==> config.mk <==
export PLATFORM = sky130hd
export DESIGN_NAME = adc_capture_frontend
export DESIGN_NICKNAME = d
export VERILOG_FILES = /design/src/rtl/adc_capture_frontend.sv
export SDC_FILE = /design/constraint.sdc
export NUM_CORES = 1
export LEC_CHECK = 0
export CORE_MARGIN = 1
export CORE_UTILIZATION = 47
export DETAILED_ROUTE_END_ITERATION = 8
export PLACE_DENSITY = 0.69
export SYNTH_ARGS = -nofsm -noshare
export SYNTH_HDL_FRONTEND = slang
export SYNTH_SLANG_ARGS = --single-unit
==> constraint.sdc <==
create_clock -name clk -period 8.46 [get_ports clk]
set_clock_uncertainty 0.05 [all_clocks]
set_input_delay 1.269 -clock clk [delete_from_list [all_inputs] [get_ports clk]]
set_output_delay 1.269 -clock clk [all_outputs]
set_load 0.01 [all_outputs]
==> src/rtl/adc_capture_frontend.sv <==
// ADC receive front end: offset-binary to signed conversion, optional IIR DC removal,
// and a trigger-plus-delay gated capture window feeding the DDC input.
module adc_capture_frontend #(
  parameter int ADC_W    = 8,
  parameter int OUT_W    = 12,
  parameter int CAP_LEN  = 1024,
  parameter int DC_SHIFT = 6
) (
  input  logic             clk,
  input  logic             rst,
  input  logic [ADC_W-1:0] adc_data_in,
  output logic             adc_clk_out,
  input  logic             trig_in,
  input  logic             arm_in,
  input  logic [15:0]      delay_in,
  input  logic             dc_remove_en,
  output logic [OUT_W-1:0] sample_out,
  output logic             sample_valid_out,
  output logic             frame_start_out,
  output logic             frame_end_out,
  output logic             busy_out,
  output logic [15:0]      overrange_cnt_out,
  output logic [1:0]       state_out
);

  localparam int ACC_W  = OUT_W + DC_SHIFT;
  localparam int PAD_W  = OUT_W - ADC_W;
  localparam int SCNT_W = (CAP_LEN > 1) ? $clog2(CAP_LEN) : 1;
  localparam logic [SCNT_W-1:0] SCNT_LAST = SCNT_W'(CAP_LEN - 1);

  typedef enum logic [1:0] {
    IDLE    = 2'd0,
    ARMED   = 2'd1,
    DELAY   = 2'd2,
    CAPTURE = 2'd3
  } state_t;

  function automatic logic signed [OUT_W-1:0] sat_out(input logic signed [OUT_W:0] v);
    if (v[OUT_W] != v[OUT_W-1])
      return v[OUT_W] ? {1'b1, {(OUT_W-1){1'b0}}} : {1'b0, {(OUT_W-1){1'b1}}};
    return v[OUT_W-1:0];
  endfunction

  logic [ADC_W-1:0]        adc_p0_q;
  logic signed [OUT_W-1:0] x_p1_q, x_p1_d;
  logic                    clip_p1_q, clip_p1_d;
  logic signed [OUT_W-1:0] sample_p2_q, sample_p2_d;
  logic signed [ACC_W-1:0] acc_q, acc_d, acc_shr;
  logic signed [OUT_W-1:0] dc_est;
  logic signed [OUT_W:0]   diff;

  always_comb begin
    // S1 -> S2: flip the offset-binary MSB and left-justify into OUT_W bits
    x_p1_d      = {~adc_p0_q[ADC_W-1], adc_p0_q[ADC_W-2:0], {PAD_W{1'b0}}};
    clip_p1_d   = (adc_p0_q == '0) || (adc_p0_q == '1);
    acc_shr     = acc_q >>> DC_SHIFT;
    dc_est      = acc_shr[OUT_W-1:0];
    acc_d       = acc_q + {{DC_SHIFT{x_p1_q[OUT_W-1]}}, x_p1_q} - acc_shr;
    // S2 -> S3: output select and DC subtraction
    diff        = {x_p1_q[OUT_W-1], x_p1_q} - {dc_est[OUT_W-1], dc_est};
    sample_p2_d = dc_remove_en ? sat_out(diff) : x_p1_q;
  end

  // S1 resets to mid-scale so the cleared pipeline carries a true zero sample
  always_ff @(posedge clk) begin
    if (rst) begin
      adc_p0_q    <= {1'b1, {(ADC_W-1){1'b0}}};
      x_p1_q      <= '0;
      clip_p1_q   <= 1'b0;
      sample_p2_q <= '0;
      acc_q       <= '0;
    end else begin
      adc_p0_q    <= adc_data_in;
      x_p1_q      <= x_p1_d;
      clip_p1_q   <= clip_p1_d;
      sample_p2_q <= sample_p2_d;
      acc_q       <= acc_d;
    end
  end

  logic [2:0]        trig_sync_q;
  logic              trig_edge;
  state_t            state_q;
  logic [15:0]       dcnt_q;
  logic [SCNT_W-1:0] scnt_q;
  logic              vld_p2_q, fs_p2_q, fe_p2_q;
  logic [15:0]       ovr_q;

  assign trig_edge = trig_sync_q[1] & ~trig_sync_q[2];

  always_ff @(posedge clk) begin
    if (rst) begin
      trig_sync_q <= '0;
      state_q     <= IDLE;
      dcnt_q      <= '0;
      scnt_q      <= '0;
      vld_p2_q    <= 1'b0;
      fs_p2_q     <= 1'b0;
      fe_p2_q     <= 1'b0;
      ovr_q       <= '0;
    end else begin
      trig_sync_q <= {trig_sync_q[1:0], trig_in};
      vld_p2_q    <= (state_q == CAPTURE);
      fs_p2_q     <= (state_q == CAPTURE) && (scnt_q == '0);
      fe_p2_q     <= (state_q == CAPTURE) && (scnt_q == SCNT_LAST);
      if ((state_q == CAPTURE) && clip_p1_q && (ovr_q != 16'hFFFF))
        ovr_q <= ovr_q + 16'd1;
      case (state_q)
        IDLE: if (arm_in) state_q <= ARMED;
        ARMED: begin
          if (!arm_in) begin
            state_q <= IDLE;
          end else if (trig_edge) begin
            ovr_q   <= '0;
            dcnt_q  <= delay_in;
            scnt_q  <= '0;
            state_q <= (delay_in == 16'd0) ? CAPTURE : DELAY;
          end
        end
        DELAY: begin
          if (dcnt_q == 16'd1) state_q <= CAPTURE;
          else                 dcnt_q  <= dcnt_q - 16'd1;
        end
        CAPTURE: begin
          if (scnt_q == SCNT_LAST) begin
            scnt_q  <= '0;
            state_q <= arm_in ? ARMED : IDLE;
          end else begin
            scnt_q <= scnt_q + SCNT_W'(1);
          end
        end
        default: state_q <= IDLE;
      endcase
    end
  end

  assign adc_clk_out       = clk;
  assign sample_out        = sample_p2_q;
  assign sample_valid_out  = vld_p2_q;
  assign frame_start_out   = fs_p2_q;
  assign frame_end_out     = fe_p2_q;
  assign busy_out          = (state_q != IDLE);
  assign overrange_cnt_out = ovr_q;
  assign state_out         = state_q;

endmodule

==> metrics.yaml <==
status: "completed"
dieArea_sq_um: 12690
cp_data_arrival_time_ns: 4.94
synth_nets: 762
grt_pass1_vias: 4636
io_pins: 64
grt_max_degree: 79
fin_area_sq_um: 6848
hp-class: "reg -> reg"
combinationalPowerShare_pct: 52.2
seq_area_frac_synth_pct: 33.74
tritoncts: "built"
start_util_pct: 48.12
top_layer: "met4"
clock_latency_ns: 0.47
drv_cap: 0
worst_pin_slew_ns: 1.094
drt-initial-drc-count: 231
detail_route.wl_per_cell_microns: 13.94
gr-total-overflow: 0
clkPwrFrac_pct: 23.4
hold_ws_ns: 0.3923
gr-usage-all-layers_pct: 20.79
clk_pin_slew_worst_paths_ns: 0.07
io_buffer_count: 63
tns_ns: 0
netlist_area_sq_um: 5756
ys_types: 69
async_flop_share_pct: 0
crit_path_max_fanout: 2
slew_headroom_pct: 26.70
drt-pass1-iter-count: 6
nets: 816
syn_inst: 684
dieWidth_microns: 112.7
grt_pass1_wl_microns: 21220
synth-edff-count: 0
vias: 4884
ys.warnings.count: 0
nFillCells: 1059
core_sq_um: 11960
n_antenna_cell: 0
switching_share_pct: 38.49
critPathLaunchType: "clock port"
num_rows: 40
route.met3.wl_microns: 594
vdd_drop_max_v: 0.0001230
cts_resized: 0
p_leak_nw: 2.750
power_mw: 2.303
ant_nets: 0
wl_met2_microns: 6023
drc_errors: 0
intPower_mw: 1.417
syn_area_per_cell_sq_um: 8.415
drv_slew: 0
drt_wl_total_microns: 12410
antenna_found_initial: 0
fin_util_pct: 57.25
ys.flop_type: "dfxtp_1"
post_dp_cell_area_sq_um: 6440
crit_path_end_kind: "primary output"
ys_seq_elements: 97
grt_setup_unrepaired: "false"
p_seq_share_pct: 24.4
routabilityCongestion: 0.8671
switchingPower_mw: 0.8866
viasPerCell: 5.488
drive_gt1_share_pct: 6.999
area_growth_pct: 18.98
hold_violations: 0
crit_required_ns: 7.14
power-per-cell-area_nw_per_um2: 336.4
die_y_microns: 112.7
wirelength_met1_microns: 5632
post-cts-setup-buffers: 0
hold_buffers: 0
dp_hpwl_microns: 8975
critPathKind: "clk -> out"
setup_violations: 0
## layer usage
metal	up-vias	global-route usage, %
met5	-	0
met3	9	4.320
met2	127	35.35
li1	2469	-
met1	2279	26.19
met4	0	7.022
## path summary, 6_finish.rpt
path,from,end,slack (ns),depth (start not counted)
worst max-delay path,clk,adc_clk_out,2.20,3
worst min-delay path,trig_sync_q[0],trig_sync_q[1],0.39,1
worst max register to register,acc_q[10],sample_out[8],5.25,8
worst min register to register,trig_sync_q[0],trig_sync_q[1],0.39,1
## registers in the layout (all words and copies together), names as in the netlist, 3 cells and up, named ones only
register,cells
adc_p0_q,8
scnt_q,10
x_p1_q,8
acc_q,18
trig_sync_q,3
overrange_cnt_out,16
sample_out,12
dcnt_q,16
## synthesized netlist by cell type (4+ instances only)
cell       n  area (sq um)
or2_2      6         37.54
maj3_2     6         67.56
fa_1      14         280.3
inv_1     59         221.5
a22oi_1    8         60.06
mux2_2     4         45.04
a21oi_1   38         190.2
nor2b_1   26         162.7
nand3_1   17         85.08
a211oi_2   6         75.07
nor4_1    15         93.84
dfxtp_1   97          1942
o21ai_0   31         155.2
a31oi_1    7         43.79
o21a_1     4         30.03
nand4_1    6         37.54
clkbuf_1  14         52.55
xnor2_1   21         183.9
or3_1      6         37.54
buf_6      4         45.04
a21o_1     7         52.55
and3_1     5         31.28
ha_1      35         437.9
xor2_1    16         140.1
o211ai_1   5         37.54
nor3_1    18         90.09
nor2_1    90         337.8
maj3_1     5         50.05
nand2_1   50         187.7
nand2b_1   5         31.28
## power by group through the flow
stage | logic [mW] | clock network [mW] | registers, mW
final | 1.20 | 0.540 | 0.561
after floorplan | 0.964 | 0.00974 | 0.569
after CTS | 1.21 | 0.551 | 0.562
after global routing | 1.37 | 0.570 | 0.568
after global placement | 1.16 | 0.0120 | 0.571
after detailed placement | 1.19 | 0.0120 | 0.573
## area by class of cell
class	count	area, sq um	area share (%)
clock inverter	7	107.6	1.571
clock buffer	13	310.3	4.531
tap	147	183.9	2.686
sequential	97	1942	28.36
multi-input combinational	503	3452	50.41
timing repair buffer	64	630.6	9.209
inverter	59	221.5	3.234
## kinds of logic (layout without fill, tap and decap cells)
| kind of cell | count (synthesis) | in the layout | share of synthesized area [%] |
|---|---|---|---|
| flops | 97 | 97 | 33.74 |
| compound gates | 135 | 135 | 15.63 |
| simple gates | 265 | 265 | 23.07 |
| xor+xnor | 37 | 37 | 5.630 |
| mux | 6 | 6 | 1.130 |
| fa+ha+maj | 60 | 60 | 14.52 |
| buf+inv | 84 | 143 | 6.283 |
## stage by stage
stage / setup WS [ns] / instances
after CTS: 2.199 / 890
after global routing: 2.179 / 890
after floorplan: 2.792 / 684
after global placement: 2.462 / 871
final: 2.204 / 890
after detailed placement: 2.462 / 871
## worst max-delay path, stage by stage
cell and delay, ns:
clkbuf_16 0.12, clkbuf_16 0.13, clkdlybuf4s50_1 0.46
## cells in the final DEF (no fill, tap or decap), drive strengths merged, types with 5 or more instances in the layout
cell	n
a211oi	9
a21o	7
a21oi	38
a22oi	8
a31oi	7
and3	5
clkbuf	12
clkdlybuf4s50	62
dfxtp	97
fa	14
ha	35
inv	63
maj3	11
nand2	50
nand2b	5
nand3	17
nand4	6
nor2	90
nor2b	26
nor3	18
nor4	16
o211ai	5
o21ai	31
or2	6
or3	6
xnor2	21
xor2	16
Note: power is estimated with default switching activity, not from simulation.
==> edit, RTL diff (same flow settings) <==
Put one more register stage on the output `sample_out`, cleared by the reset. The value now appears one clock later. The other outputs are not delayed to match.
--- a/src/rtl/adc_capture_frontend.sv
+++ b/src/rtl/adc_capture_frontend.sv
@@ -137,3 +137,9 @@
   assign adc_clk_out       = clk;
-  assign sample_out        = sample_p2_q;
+  always_ff @(posedge clk) begin
+    if (rst) begin
+      sample_out <= '0;
+    end else begin
+      sample_out <= sample_p2_q;
+    end
+  end
   assign sample_valid_out  = vld_p2_q;
Formal check against the unedited RTL: not equivalent (Yosys sat finds a counterexample within 4 cycles, from zero or initial values and one cycle with rst high).
==> edit against the original RTL <==
  * Critical path depth did not move
  * Setup slack got worse by 16 ps
  * Routed wire length rose by 1.6%
  * Area after synthesis rose by 4.1%
  * Critical endpoint unchanged
  * Register-to-register slack got worse by 30 ps
  * Final area rose by 3.0%
  * Global-route usage fell by 0.24 points
  * Sequential power rose by 12%
  * Sequential cell count rose by 12
  * Utilization rose by 0.51 points
  * Total power barely moved
  * Synthesized cell count rose by 2.0%
==> edit: results (changes against the original RTL) <==
| Metric | Value |
|---|---|
| Status | `finished clean (unchanged)` |
| DP HPWL | `9030 µm (was 8970 µm)` |
| FFs w/ async S/R, synth | `0 (unchanged)` |
| Clk Latency, worst-skew pair | `470 ps (about the same)` |
| Largest register FFs | `18 (unchanged)` |
| Largest net degree at the start of global routing | `89 (was 79)` |
| CP top delay family | `buffers and inverters (unchanged)` |
| Synth warnings | `0 (unchanged)` |
| CP max FO | `2 (unchanged)` |
| Peak supply drop | `0.000163 V (was 0.000123 V)` |
| Drt pass-1 iters | `5 (was 6)` |
| Vias per cell | `5.38 (was 5.49)` |
| Top-count cell post-synth | `dfxtp_1 (unchanged)` |
| Max-slew violation count | `0 (unchanged)` |
| Slowest CP cell | `clkdlybuf4s50_1 (unchanged)` |
| Placer Congestion | `0.852 (was 0.867)` |
| Layout cells sized above 1 | `0.0519 (was 0.0700)` |
| Post-synth top cells | `dfxtp_1 (109), nor2_1 (76), inv_1 (58) (was dfxtp_1 (97), nor2_1 (90), inv_1 (59))` |
| CTS clock-pin slew for the worst setup and hold paths | `70 ps (about the same)` |
| WL per Instance | `13.7 µm (was 13.9 µm)` |
| Syn nets | `776 (was 762)` |
| CTS resizes | `0 (unchanged)` |
| Post-synth cell types | `60 (was 69)` |
| Leak | `2.83 nW (was 2.75 nW)` |
| Sequential area share after synthesis | `0.364 (was 0.337)` |
| Slew @ Worst Pin | `1150 ps (was 1090 ps)` |
| Synth area leaders | `dfxtp_1 (36%), ha_1 (7.3%), nor2_1 (4.8%) (was dfxtp_1 (34%), ha_1 (7.6%), nor2_1 (5.9%))` |
| First-pass GRT wire length | `21500 µm (was 21200 µm)` |
| Crit path largest cell delay | `470 ps` |
| Largest Register | `acc_q (unchanged)` |
| Post-route insts no fill | `919 (was 890)` |
| Placed insts | `901 (was 871)` |
| Nets | `825 (was 816)` |
| Vias in the first global route | `4721 (was 4636)` |
| Total track usage | `0.205 (was 0.208)` |
| Critical Path AT | `4950 ps (was 4940 ps)` |
| Port Buffers | `63 (unchanged)` |
| Number of DRC markers in iteration 0 | `320 (was 231)` |
| # diodes | `0 (unchanged)` |
| Postcts setup bufs | `0 (unchanged)` |
| Worst min path class | `reg -> reg (unchanged)` |
| Initial antenna violation count | `0 (unchanged)` |
| Cell count after synthesis | `698 (was 684)` |
[edit: metrics by stage]
step	area (µm²)	setup WS (ps)
2_1_floorplan	5990	2790
6_report	7050	2190
5_1_grt	7050	2170
3_5_place_dp	6700	2460
4_1_cts	7050	2180
3_3_place_gp	6700	2460
[edit: worst paths after layout]
check,depth (start not counted),start,endpoint,slack (ps)
setup / recovery,3,clk,adc_clk_out,2190
hold / removal,1,adc_p0_q[7],x_p1_q[11],370
setup reg to reg,5,flop,dcnt_q[0],5220
hold reg to reg,1,adc_p0_q[7],x_p1_q[11],370
[edit: worst reg2reg max path, cell delays in order (launching register included)]
cell and delay (ps):
dfxtp_1 600, nor2b_1 950, o31a_1 330, or2_1 660, o21ai_0 260, a221oi_2 310
[edit: cell families after synthesis]
family	synth area share
AND/OR/NAND/NOR	0.225
multiplexers	0.0125
flip-flops	0.364
AO/OA/AOI/OAI	0.146
adder cells (fa/ha/maj)	0.138
XOR/XNOR	0.0541
buffers and inverters	0.0593
[edit: final cells by class]
cell class | count | area, µm²
Fill cell | 1115 | 5160
Multi-Input combinational cell | 502 | 3450
Sequential cell | 109 | 2180
Timing Repair Buffer | 63 | 623
Clock buffer | 13 | 310
Inverter | 58 | 218
Tap cell | 168 | 210
Clock inverter | 6 | 57.6
[edit: power by group]
group          internal, mW  leakage, nW  switching [mW]
Combinational         0.545         1.75           0.637
Clock                 0.273        0.181           0.216
Sequential            0.588        0.892          0.0438
Total                  1.41         2.83           0.897
[edit: metal layers]
layer / vias up / global-route usage / share of wire / routed length (µm)
li1: 2493 / - / - / -
met1: 2305 / 0.264 / 0.48 / 6070
met2: 125 / 0.337 / 0.45 / 5740
met3: 20 / 0.0416 / 0.046 / 580
met4: 0 / 0.0848 / 0.018 / 225
met5: - / 0 / 0 / 0
